$ cat src/rtl/acc_exec_unit.sv
// acc_exec_unit: accumulator and execute sequencer wrapped around the ALU.
// Accepts one ALU command per handshake, drives the ALU for one EXEC cycle,
// captures the result into the accumulator and pulses done (with err for
// illegal opcodes 6/7).
// Optional build macro ACC_ZFLAG_EN adds a registered zero flag output z_flag.
module acc_exec_unit #(
  parameter int unsigned WIDTH = 12
) (
  input  logic             clk,
  input  logic             rst,
  input  logic             cmd_valid,
  output logic             cmd_ready,
  input  logic [2:0]       cmd_op,
  input  logic [WIDTH-1:0] cmd_operand,
  output logic [WIDTH-1:0] alu_a,
  output logic [WIDTH-1:0] alu_b,
  output logic [2:0]       alu_sel,
  input  logic [WIDTH-1:0] alu_result,
  output logic [WIDTH-1:0] acc_out,
  output logic             done,
  output logic             err
`ifdef ACC_ZFLAG_EN
  ,
  output logic             z_flag
`endif
);

  typedef enum logic [1:0] {
    S_IDLE = 2'd0,
    S_EXEC = 2'd1,
    S_DONE = 2'd2
  } state_t;

  localparam logic [2:0] OP_PASS = 3'd1;

  state_t           state_q, state_d;
  logic [WIDTH-1:0] acc_q, acc_d;
  logic [2:0]       op_q, op_d;
  logic [WIDTH-1:0] operand_q, operand_d;
  logic             ready_q, ready_d;
  logic             done_q, done_d;
  logic             err_q, err_d;
  logic             illegal_op;

  assign illegal_op = (op_q[2:1] == 2'b11);

`ifdef ACC_ZFLAG_EN
  logic z_q, z_d;
  assign z_flag = z_q;
`endif

  // Next-state and next-output decode for the IDLE -> EXEC -> DONE sequence
  always_comb begin
    state_d   = state_q;
    acc_d     = acc_q;
    op_d      = op_q;
    operand_d = operand_q;
    ready_d   = ready_q;
    done_d    = 1'b0;
    err_d     = 1'b0;
`ifdef ACC_ZFLAG_EN
    z_d       = z_q;
`endif
    case (state_q)
      S_IDLE: begin
        ready_d = 1'b1;
        if (cmd_valid && ready_q) begin
          op_d      = cmd_op;
          operand_d = cmd_operand;
          ready_d   = 1'b0;
          state_d   = S_EXEC;
        end
      end
      S_EXEC: begin
        ready_d = 1'b0;
        done_d  = 1'b1;
        if (illegal_op) begin
          err_d = 1'b1;
        end else begin
          acc_d = alu_result;
`ifdef ACC_ZFLAG_EN
          z_d   = (alu_result == '0);
`endif
        end
        state_d = S_DONE;
      end
      S_DONE: begin
        ready_d = 1'b1;
        state_d = S_IDLE;
      end
      default: begin
        ready_d = 1'b1;
        state_d = S_IDLE;
      end
    endcase
  end

  // State and registered outputs; synchronous reset wins over everything
  always_ff @(posedge clk) begin
    if (rst) begin
      state_q   <= S_IDLE;
      acc_q     <= '0;
      op_q      <= '0;
      operand_q <= '0;
      ready_q   <= 1'b1;
      done_q    <= 1'b0;
      err_q     <= 1'b0;
`ifdef ACC_ZFLAG_EN
      z_q       <= 1'b1;
`endif
    end else begin
      state_q   <= state_d;
      acc_q     <= acc_d;
      op_q      <= op_d;
      operand_q <= operand_d;
      ready_q   <= ready_d;
      done_q    <= done_d;
      err_q     <= err_d;
`ifdef ACC_ZFLAG_EN
      z_q       <= z_d;
`endif
    end
  end

  // ALU sees the latched command only during EXEC; otherwise a safe pass of 0
  always_comb begin
    alu_sel = OP_PASS;
    alu_b   = '0;
    if (state_q == S_EXEC) begin
      alu_sel = op_q;
      alu_b   = operand_q;
    end
  end

  assign alu_a     = acc_q;
  assign acc_out   = acc_q;
  assign cmd_ready = ready_q;
  assign done      = done_q;
  assign err       = err_q;

endmodule

$ cat config.mk
export PLATFORM = sky130hd
export DESIGN_NAME = acc_exec_unit
export DESIGN_NICKNAME = d
export VERILOG_FILES = /design/src/rtl/acc_exec_unit.sv
export SDC_FILE = /design/constraint.sdc
export NUM_CORES = 1
export LEC_CHECK = 0
export CORE_ASPECT_RATIO = 1.1
export CORE_MARGIN = 3
export CORE_UTILIZATION = 39
export CTS_CLUSTER_DIAMETER = 60
export DETAILED_ROUTE_END_ITERATION = 10
export PLACE_DENSITY = 0.78
export SLEW_MARGIN = 5
export SYNTH_ARGS = -nofsm -noshare
export SYNTH_HDL_FRONTEND = slang
export SYNTH_SLANG_ARGS = --single-unit
$ cat constraint.sdc
create_clock -name clk -period 1.3 [get_ports clk]
set_input_delay 0.26 -clock clk [delete_from_list [all_inputs] [get_ports clk]]
set_output_delay 0.26 -clock clk [all_outputs]
set_load 0.005 [all_outputs]
Word level (Yosys, flattened, before mapping)
Index checks and enable logic that the tools add are counted.
{"block": "totals", "mem_bits_ro": 0, "ram_bits": 0, "inputBits": 30, "n_memories": 0, "out_inout_bits": 42, "register_bits": 32, "latchBits": 0}
{"block": "op_classes", "div_mod_pow": 0, "n_bitwise": 2, "n_mul": 0, "n_eq_ne": 3, "n_mux": 8, "reduce_logical": 5, "shifts": 0, "magnitude_cmp": 0, "add_sub_neg": 0}
{"cell": "$mux W12", "n": 1}
{"cell": "$pmux W2 S2", "n": 1}
{"cell": "$reduce_and A2 Y1", "n": 2}
{"cell": "$mux W1", "n": 3}
{"cell": "$mux W3", "n": 1}
{"cell": "$eq A2 B1 Y1 const B", "n": 1}
{"cell": "$eq A2 B2 Y1 const B", "n": 1}
{"cell": "$logic_not A2 Y1", "n": 1}
{"cell": "$mux W2", "n": 1}
{"cell": "$ne A2 B2 Y1 const B", "n": 1}
{"cell": "$not A1 Y1", "n": 2}
{"cell": "$pmux W1 S2", "n": 1}
{"cell": "$reduce_or A2 Y1", "n": 1}
{"cell": "$logic_and A1 B1 Y1", "n": 1}

Longest topological paths before layout
{"block": "depth", "ltp_word": 3, "depth_mapped": 5}

Worst setup path before layout
Ideal clock, no wire load.
{"block": "synth_timing", "kind": "register to register", "from": "register state_q[0]", "to": "register acc_q[10] (netlist: acc_out[10])", "arrival_time_ns": 1.079, "period_less_slack_ns": 1.151, "setup_time_ns": 0.072, "path_buffers": 1, "slack_ns": 0.149, "path_stages_with_launch": 5, "required_ns": 1.228, "cell_sequence": "dfxtp_1 nor2b_4 a21boi_4 buf_12 mux2i_1"}
{"block": "synth_between", "elab_chain_cells": 2}
{"element": "start: declaration", "line_no": "36", "rtl": "state_t state_q, state_d;"}
{"element": "start signal: assignment", "line_no": "112", "rtl": "state_q <= state_d;"}
{"element": "$eq A2 B1 Y1", "line_no": "64", "rtl": "case (state_q)"}
{"element": "$reduce_and A2 Y1 (no line)"}
{"element": "end signal: assignment", "line_no": "102", "rtl": "acc_q <= '0;"}
{"element": "end signal: assignment", "line_no": "113", "rtl": "acc_q <= acc_d;"}
{"element": "end: declaration", "line_no": "37", "rtl": "logic [WIDTH-1:0] acc_q, acc_d;"}
No other way between the ends.
A chain may end at the register's enable or synchronous reset.

Worst setup path in the final report
{"block": "layout_timing", "from": "register state_q[0]", "to": "output port alu_b[5]"}
{"block": "layout_between", "elab_chain_cells": 2}
{"element": "$eq A2 B1 Y1", "line_no": "129", "rtl": "if (state_q == S_EXEC) begin"}
{"element": "$mux W12", "line_no": "129"}
{"element": "end: declaration", "line_no": "16", "rtl": "output logic [WIDTH-1:0] alu_b,"}
No other way between the ends.

==> key figures <==
Outcome
  – Outcome: finished with violations
  – Failing checks: setup timing

Placement
  – Hpwl dp: 2620 µm
  – Port bufs: approximately 70
  – GP Congestion: 0.748

GRT
  – Initial antenna violation count: 0
  – Global route overflow: 0
  – Grt met3 use: 8.59%
  – Vias in the first global route: 1298
  – Busiest grt layer: met2
  – Total GRT Usage: 17.1%
  – Global-route wire length before repair: ~6000 µm
  – Met2 Usage GRT: 28.5%
  – Global Route met1 Usage: 19.0%
  – Largest net degree at the start of global routing: 22

Synthesis
  – Most frequent cell after synthesis: dfxtp_1
  – Post-synthesis compound-gate area fraction: slightly below 7%
  – List of most frequent post-synthesis cells: dfxtp_1, nand2_1, nand2b_1
  – Simple-gate share of the synthesized area: 29.7%
  – Prevailing post-synth register cell: dfxtp_1
  – Synth top area share: between 40% and 50%
  – Mux cell area share after synthesis: 8.36%
  – Area share of fa/ha/maj cells after synthesis: 0%
  – EDFF count, synth: 0
  – Synth Area in XOR/XNOR: 0%
  – Ys Warns: 0
  – Mapped Cells: approximately 160
  – Avg Synthesized Cell Area: 9.03 µm²
  – Seq cells post-synth: 32
  – Post-synth ARST share: 0%
  – Syn Nets: 189
  – Synth unique cells: 20
  – Sequential element share of the synthesized area: around 45%
  – Area contributors post-synth: dfxtp_1, nand2b_1, mux2i_1, nand2_1, buf_4
  – Largest family of logic cells by synthesized area: simple AND/OR/NAND/NOR gates
  – Synthesized area: 1440 µm²
  – Cell taking the most area after synthesis: dfxtp_1

Power
  – Combinational power share: 21.0%
  – Leakage: 1.07 nW
  – Sw Share: 24.2%
  – Internal power consumption: about 0.0016 W
  – Power Dens Cells: 906 nW/µm²
  – Worst VDD drop: about 540 µV
  – P_sw: 0.000521 W
  – Clock group share of total power: slightly below 30%
  – Share of power burned in registers: 49.9%

Setup path
  – Critical Path End Type: output pin
  – Critical-path maximum fanout: 5
  – CP max-delay cell: dfxtp_2
  – Worst EP arrival: approximately 1.3 ns
  – RR Endpoint: acc_out[11]$_SDFFE_PP0P_
  – Critical R2R Launch: state_q[0]$_SDFFE_PP0P_
  – Crit Path Category: reg -> out
  – Cells on worst reg2reg path: 5
  – Reg-to-reg slack, setup: ~0.040 ns
  – Buf/Inv on CP: 3
  – CP cell instances: nor2b_4 > buf_6 > buf_6 > and2_4 > buf_6
  – Cell mode on critical path: buf_6
  – Largest delay contributor family on the critical path: flip-flops
  – Nature of the critical path startpoint: flip-flop
  – Required time worst endpoint: ~1.0 ns
  – Delay of the slowest cell on the worst path: 0.33 ns

Routing
  – Routed vias: 1309
  – Post-detailed-route count of antenna-violating nets: 0
  – Vias per cell: 4.53
  – Drt initial violations: 45
  – Wirelength per Cell: 12.8 µm
  – First drt pass iteration count: 4
  – Post-route DRC: 0
  – WL final: about 3700 µm

Timing
  – Actual slew at the worst max-slew pin: 0.170 ns
  – Fmax: around 640 MHz
  – RSZ-0062 raised after global routing: true
  – Worst Skew: 0.00564 ns
  – Setup TNS: -2.90 ns
  – Final setup vio count: 15
  – WHS: about 0.46 ns
  – Slew Viols, Final: 0
  – Period utilization: 120%
  – Min cycle time layout: 1.56 ns
  – Slew HR: 88.7%
  – Setup ws final: -0.257 ns
  – Final hold violations: 0

Job
  – Max Cap Viol: 0

Floorplan
  – Initial Utilization: 41.7%
  – Row Count: 22
  – Vert. Die Dim: 69.7 µm
  – Die Span X: 63.9 µm
  – Die area: 4450 µm²
  – Ports: 72
  – Core Region: 3440 µm²

CTS
  – H-tree depth: 2
  – Clock buffer count from CTS: 5
  – Clock Tree Buf Depth: 2
  – Clk Latency, worst-skew pair: 0.33 ns
  – CTS Root Cell: clkbuf_4
  – Reg clk slew, reported paths: 0.09 ns
  – CTS tree: yes
  – # clock sinks: 32

Worst hold path
  – Hold path start: operand_q[10]$_SDFFE_PP0P_
  – Hold path cells: 2
  – Hold Crit Endpoint: operand_q[10]$_SDFFE_PP0P_
  – Hold Path Class: reg -> reg

Finish
  – Multi-input gate area: 676 µm²
  – Fillers: 292
  – Ant. Diodes: 0
  – Nets: 271
  – Layout cells sized above 1: 32.0%
  – Register area: around 660 µm²
  – Syn-to-layout area delta: 65.4%
## cell usage in the layout (no fill, tap or decap), drive strengths merged, types with 7 or more instances in the layout
master and instances:
buf 40, dfxtp 32, nand2 30, clkdlybuf4s50 29, nand2b 24, dlygate4sd2 21
a21oi 16, and2 14, mux2i 12, clkbuf 7
## kinds of logic (layout without fill, tap and decap cells)
family / Yosys count / count (layout)
buffers and inverters: 21 / 103
flip-flops: 32 / 32
multiplexers: 12 / 12
AO/OA/AOI/OAI: 17 / 17
AND/OR/NAND/NOR: 77 / 77
## layout make-up
type                       count  share of cell area (%)
sequential                    32                    27.8
multi-input combinational    106                    28.4
tap                           48                    2.53
clock buffer                   7                    2.74
timing repair buffer          96                    38.5
## per-layer routing
metal | wire, µm | vias to the layer above
met5 | 0 | -
met3 | 419 | 3
li1 | - | 656
met4 | 34 | 0
met2 | 1730 | 61
met1 | 1510 | 589
## power groups by stage
stage          sequential, W  combinational (W)  clock (W)
3_3_place_gp         0.00109           0.000424          0
6_report             0.00108           0.000451   0.000627
5_1_grt              0.00108           0.000491   0.000697
4_1_cts              0.00107           0.000450   0.000653
3_5_place_dp         0.00110           0.000433          0
2_1_floorplan        0.00109           0.000198          0
## tightest hold or removal path: stages (launching register included)
cell     delay, ns
dfxtp_1       0.32
nand2_1       0.05
a21oi_1       0.05
## what timing repair did
| item | 4_1_cts | 5_1_grt |
|---|---|---|
| setup endpoints to repair | 42 | 26 |
| pin swaps | 8 | 2 |
| hold buffers | 0 | 0 |
| resized for setup | 131 | 6 |
| setup buffers | 13 | 0 |
## state kept, by name, summed over array words and instances (netlist names)
signal and count:
acc_out 12, cmd_ready 1, done 1, err 1, op_q 3, operand_q 12, state_q 2
## through the flow
step	instances	power [W]	setup WS (ns)	instance area, µm²	utilization [%]
floorplan	159	0.00129	0.149	1440	-
global placement	271	0.00152	-0.238	2190	63.6
detailed placement	271	0.00153	-0.249	2190	63.6
CTS	289	0.00218	-0.268	2350	68.3
global route	289	0.00227	-0.342	2380	69.1
finish	289	0.00215	-0.257	2380	69.1
## worst max path at each step
stage / startpoint / end / slack [ns] / cells past startpoint
2_1_floorplan: state_q[0]$_SDFFE_PP0P_ / acc_out[10]$_SDFFE_PP0P_ / 0.15 / 4
3_3_place_gp: state_q[0]$_SDFFE_PP0P_ / alu_b[7] / -0.24 / 4
3_5_place_dp: state_q[0]$_SDFFE_PP0P_ / alu_sel[2] / -0.25 / 4
4_1_cts: state_q[0]$_SDFFE_PP0P_ / alu_sel[0] / -0.27 / 4
5_1_grt: state_q[0]$_SDFFE_PP0P_ / alu_sel[0] / -0.34 / 4
6_report: state_q[0]$_SDFFE_PP0P_ / alu_b[5] / -0.26 / 5
Note: power is estimated with default switching activity, not from simulation.
==> patch, RTL diff (config.mk and constraints unchanged) <==
`operand_q` no longer has a reset.
--- a/src/rtl/acc_exec_unit.sv
+++ b/src/rtl/acc_exec_unit.sv
@@ -101,7 +101,6 @@
       state_q   <= S_IDLE;
       acc_q     <= '0;
       op_q      <= '0;
-      operand_q <= '0;
       ready_q   <= 1'b1;
       done_q    <= 1'b0;
       err_q     <= 1'b0;
@@ -112,7 +111,6 @@
       state_q   <= state_d;
       acc_q     <= acc_d;
       op_q      <= op_d;
-      operand_q <= operand_d;
       ready_q   <= ready_d;
       done_q    <= done_d;
       err_q     <= err_d;
@@ -120,6 +118,10 @@
       z_q       <= z_d;
 `endif
     end
+  end
+
+  always_ff @(posedge clk) begin
+    operand_q <= operand_d;
   end
 
   // ALU sees the latched command only during EXEC; otherwise a safe pass of 0
Behaviour: no difference found for any inputs over 10 cycles, from zero or initial values and one cycle with rst high; that may be too few to reach the edited logic, so the function may still have changed.
==> patch against the original RTL <==
The flow still finishes with violations (setup timing). Synthesized cell count is 27% lower. Worst hold slack improved by 22 ps. Critical path depth decreased by 1. Synthesized area down 3.8%. Setup slack worse by 49 ps. Sequential cell count unchanged. Final area grew 1.7%. Routed wire length is 3.7% lower. Total power is 12% higher.
==> patch: results (changes against the original RTL) <==
metric,value,unit,change
outcome,"complete, but fails checks",,unchanged
failed_checks,setup timing,,unchanged
synth_cell_types,18,,was 20
fin_hold_ws,480.0,ps,was 457.6 ps
reg2reg_slack,-150,ps,was 40 ps
slew_headroom,0.8984,,was 0.8866
setup_ws,-306.0,ps,was -257.5 ps
path_max_fanout,3,,was 5
synth.area.top_cells,"dfxtp_1 (29%), edfxtp_1 (26%), mux2i_1 (11%)",,"was dfxtp_1 (45%), nand2b_1 (10%), mux2i_1 (8.4%)"
max_stage_delay,350,ps,was 330 ps
wl_per_cell,14.30,um,was 12.79 um
place_area,2127,sq um,was 2187 sq um
tns,-4896,ps,was -2901 ps
final-setup-viol-count,28,,was 15
post-place-ws,-298.7,ps,was -249.5 ps
fill_cells,256,,was 292
syn_nets,146,,was 189
min_to,acc_out[8]$_SDFFE_PP0P_,,was operand_q[10]$_SDFFE_PP0P_
grt_pass1_vias,1111,,"was 1,298"
drtIter0Drc,21,,was 45
fin_nets,230,,was 271
gp_congestion,0.7218,,was 0.7475
synth_commonest_cells,"nand2b_1 (24), dfxtp_1 (20), mux2i_1 (15)",,"was dfxtp_1 (32), nand2_1 (30), nand2b_1 (24)"
min-delay-start,alu_result[8],,was operand_q[10]$_SDFFE_PP0P_
grt_use_total,0.1668,,was 0.1715
reg2reg_to,acc_out[4]$_SDFFE_PP0P_,,was acc_out[11]$_SDFFE_PP0P_
crit_end,alu_sel[0],,was alu_b[5]
synth-seq-area-share,0.5507,,was 0.4460
p_leak,1.067,nW,was 1.066 nW
vdd_drop_max,0.6766,mV,was 0.5425 mV
[patch: layer usage]
metal / part of all wire / track usage
met5: 0 / 0
met4: 0.012 / 0.05785
met3: 0.084 / 0.07389
met2: 0.49 / 0.2943
met1: 0.41 / 0.1807
[patch: metrics by stage]
stage,power [mW],cells
4_1_cts,2.405,249
2_1_floorplan,1.318,116
5_1_grt,2.527,249
3_3_place_gp,1.549,226
6_report,2.408,249
3_5_place_dp,1.559,226
[patch: layout make-up]
type	instances	area, sq um	area share
Clock buffer	6	51.30	0.02123
Clock inverter	2	33.78	0.01398
Multi-Input combinational cell	66	534.3	0.2211
Sequential cell	32	779.5	0.3226
Tap cell	48	60.06	0.02486
Timing Repair Buffer	95	957.2	0.3962
[patch: cell families after synthesis]
logic type      after synthesis  synth area share
compound gates                2           0.01721
buf+inv                      18           0.09420
flops                        32            0.5507
mux                          15            0.1087
simple gates                 49            0.2292
[patch: power groups by stage]
stage	clock (mW)	sequential, mW	combinational [mW]
2_1_floorplan	0	1.16	0.162
3_3_place_gp	0	1.15	0.397
3_5_place_dp	0	1.15	0.405
4_1_cts	0.807	1.13	0.464
5_1_grt	0.870	1.15	0.510
6_report	0.791	1.14	0.478
[patch: timing repair]
item,CTS,global route
pin swaps,13,1
setup endpoints to repair,54,33
gates resized for setup,130,14
setup buffers,13,2
gates cloned,2,1
[patch: worst max-delay path, delay by kind of cell, from the launching register on]
family / cells / cell delay [ps]
buffers and inverters: 2 / 240
AND/OR/NAND/NOR: 2 / 420
flip-flops: 1 / 350
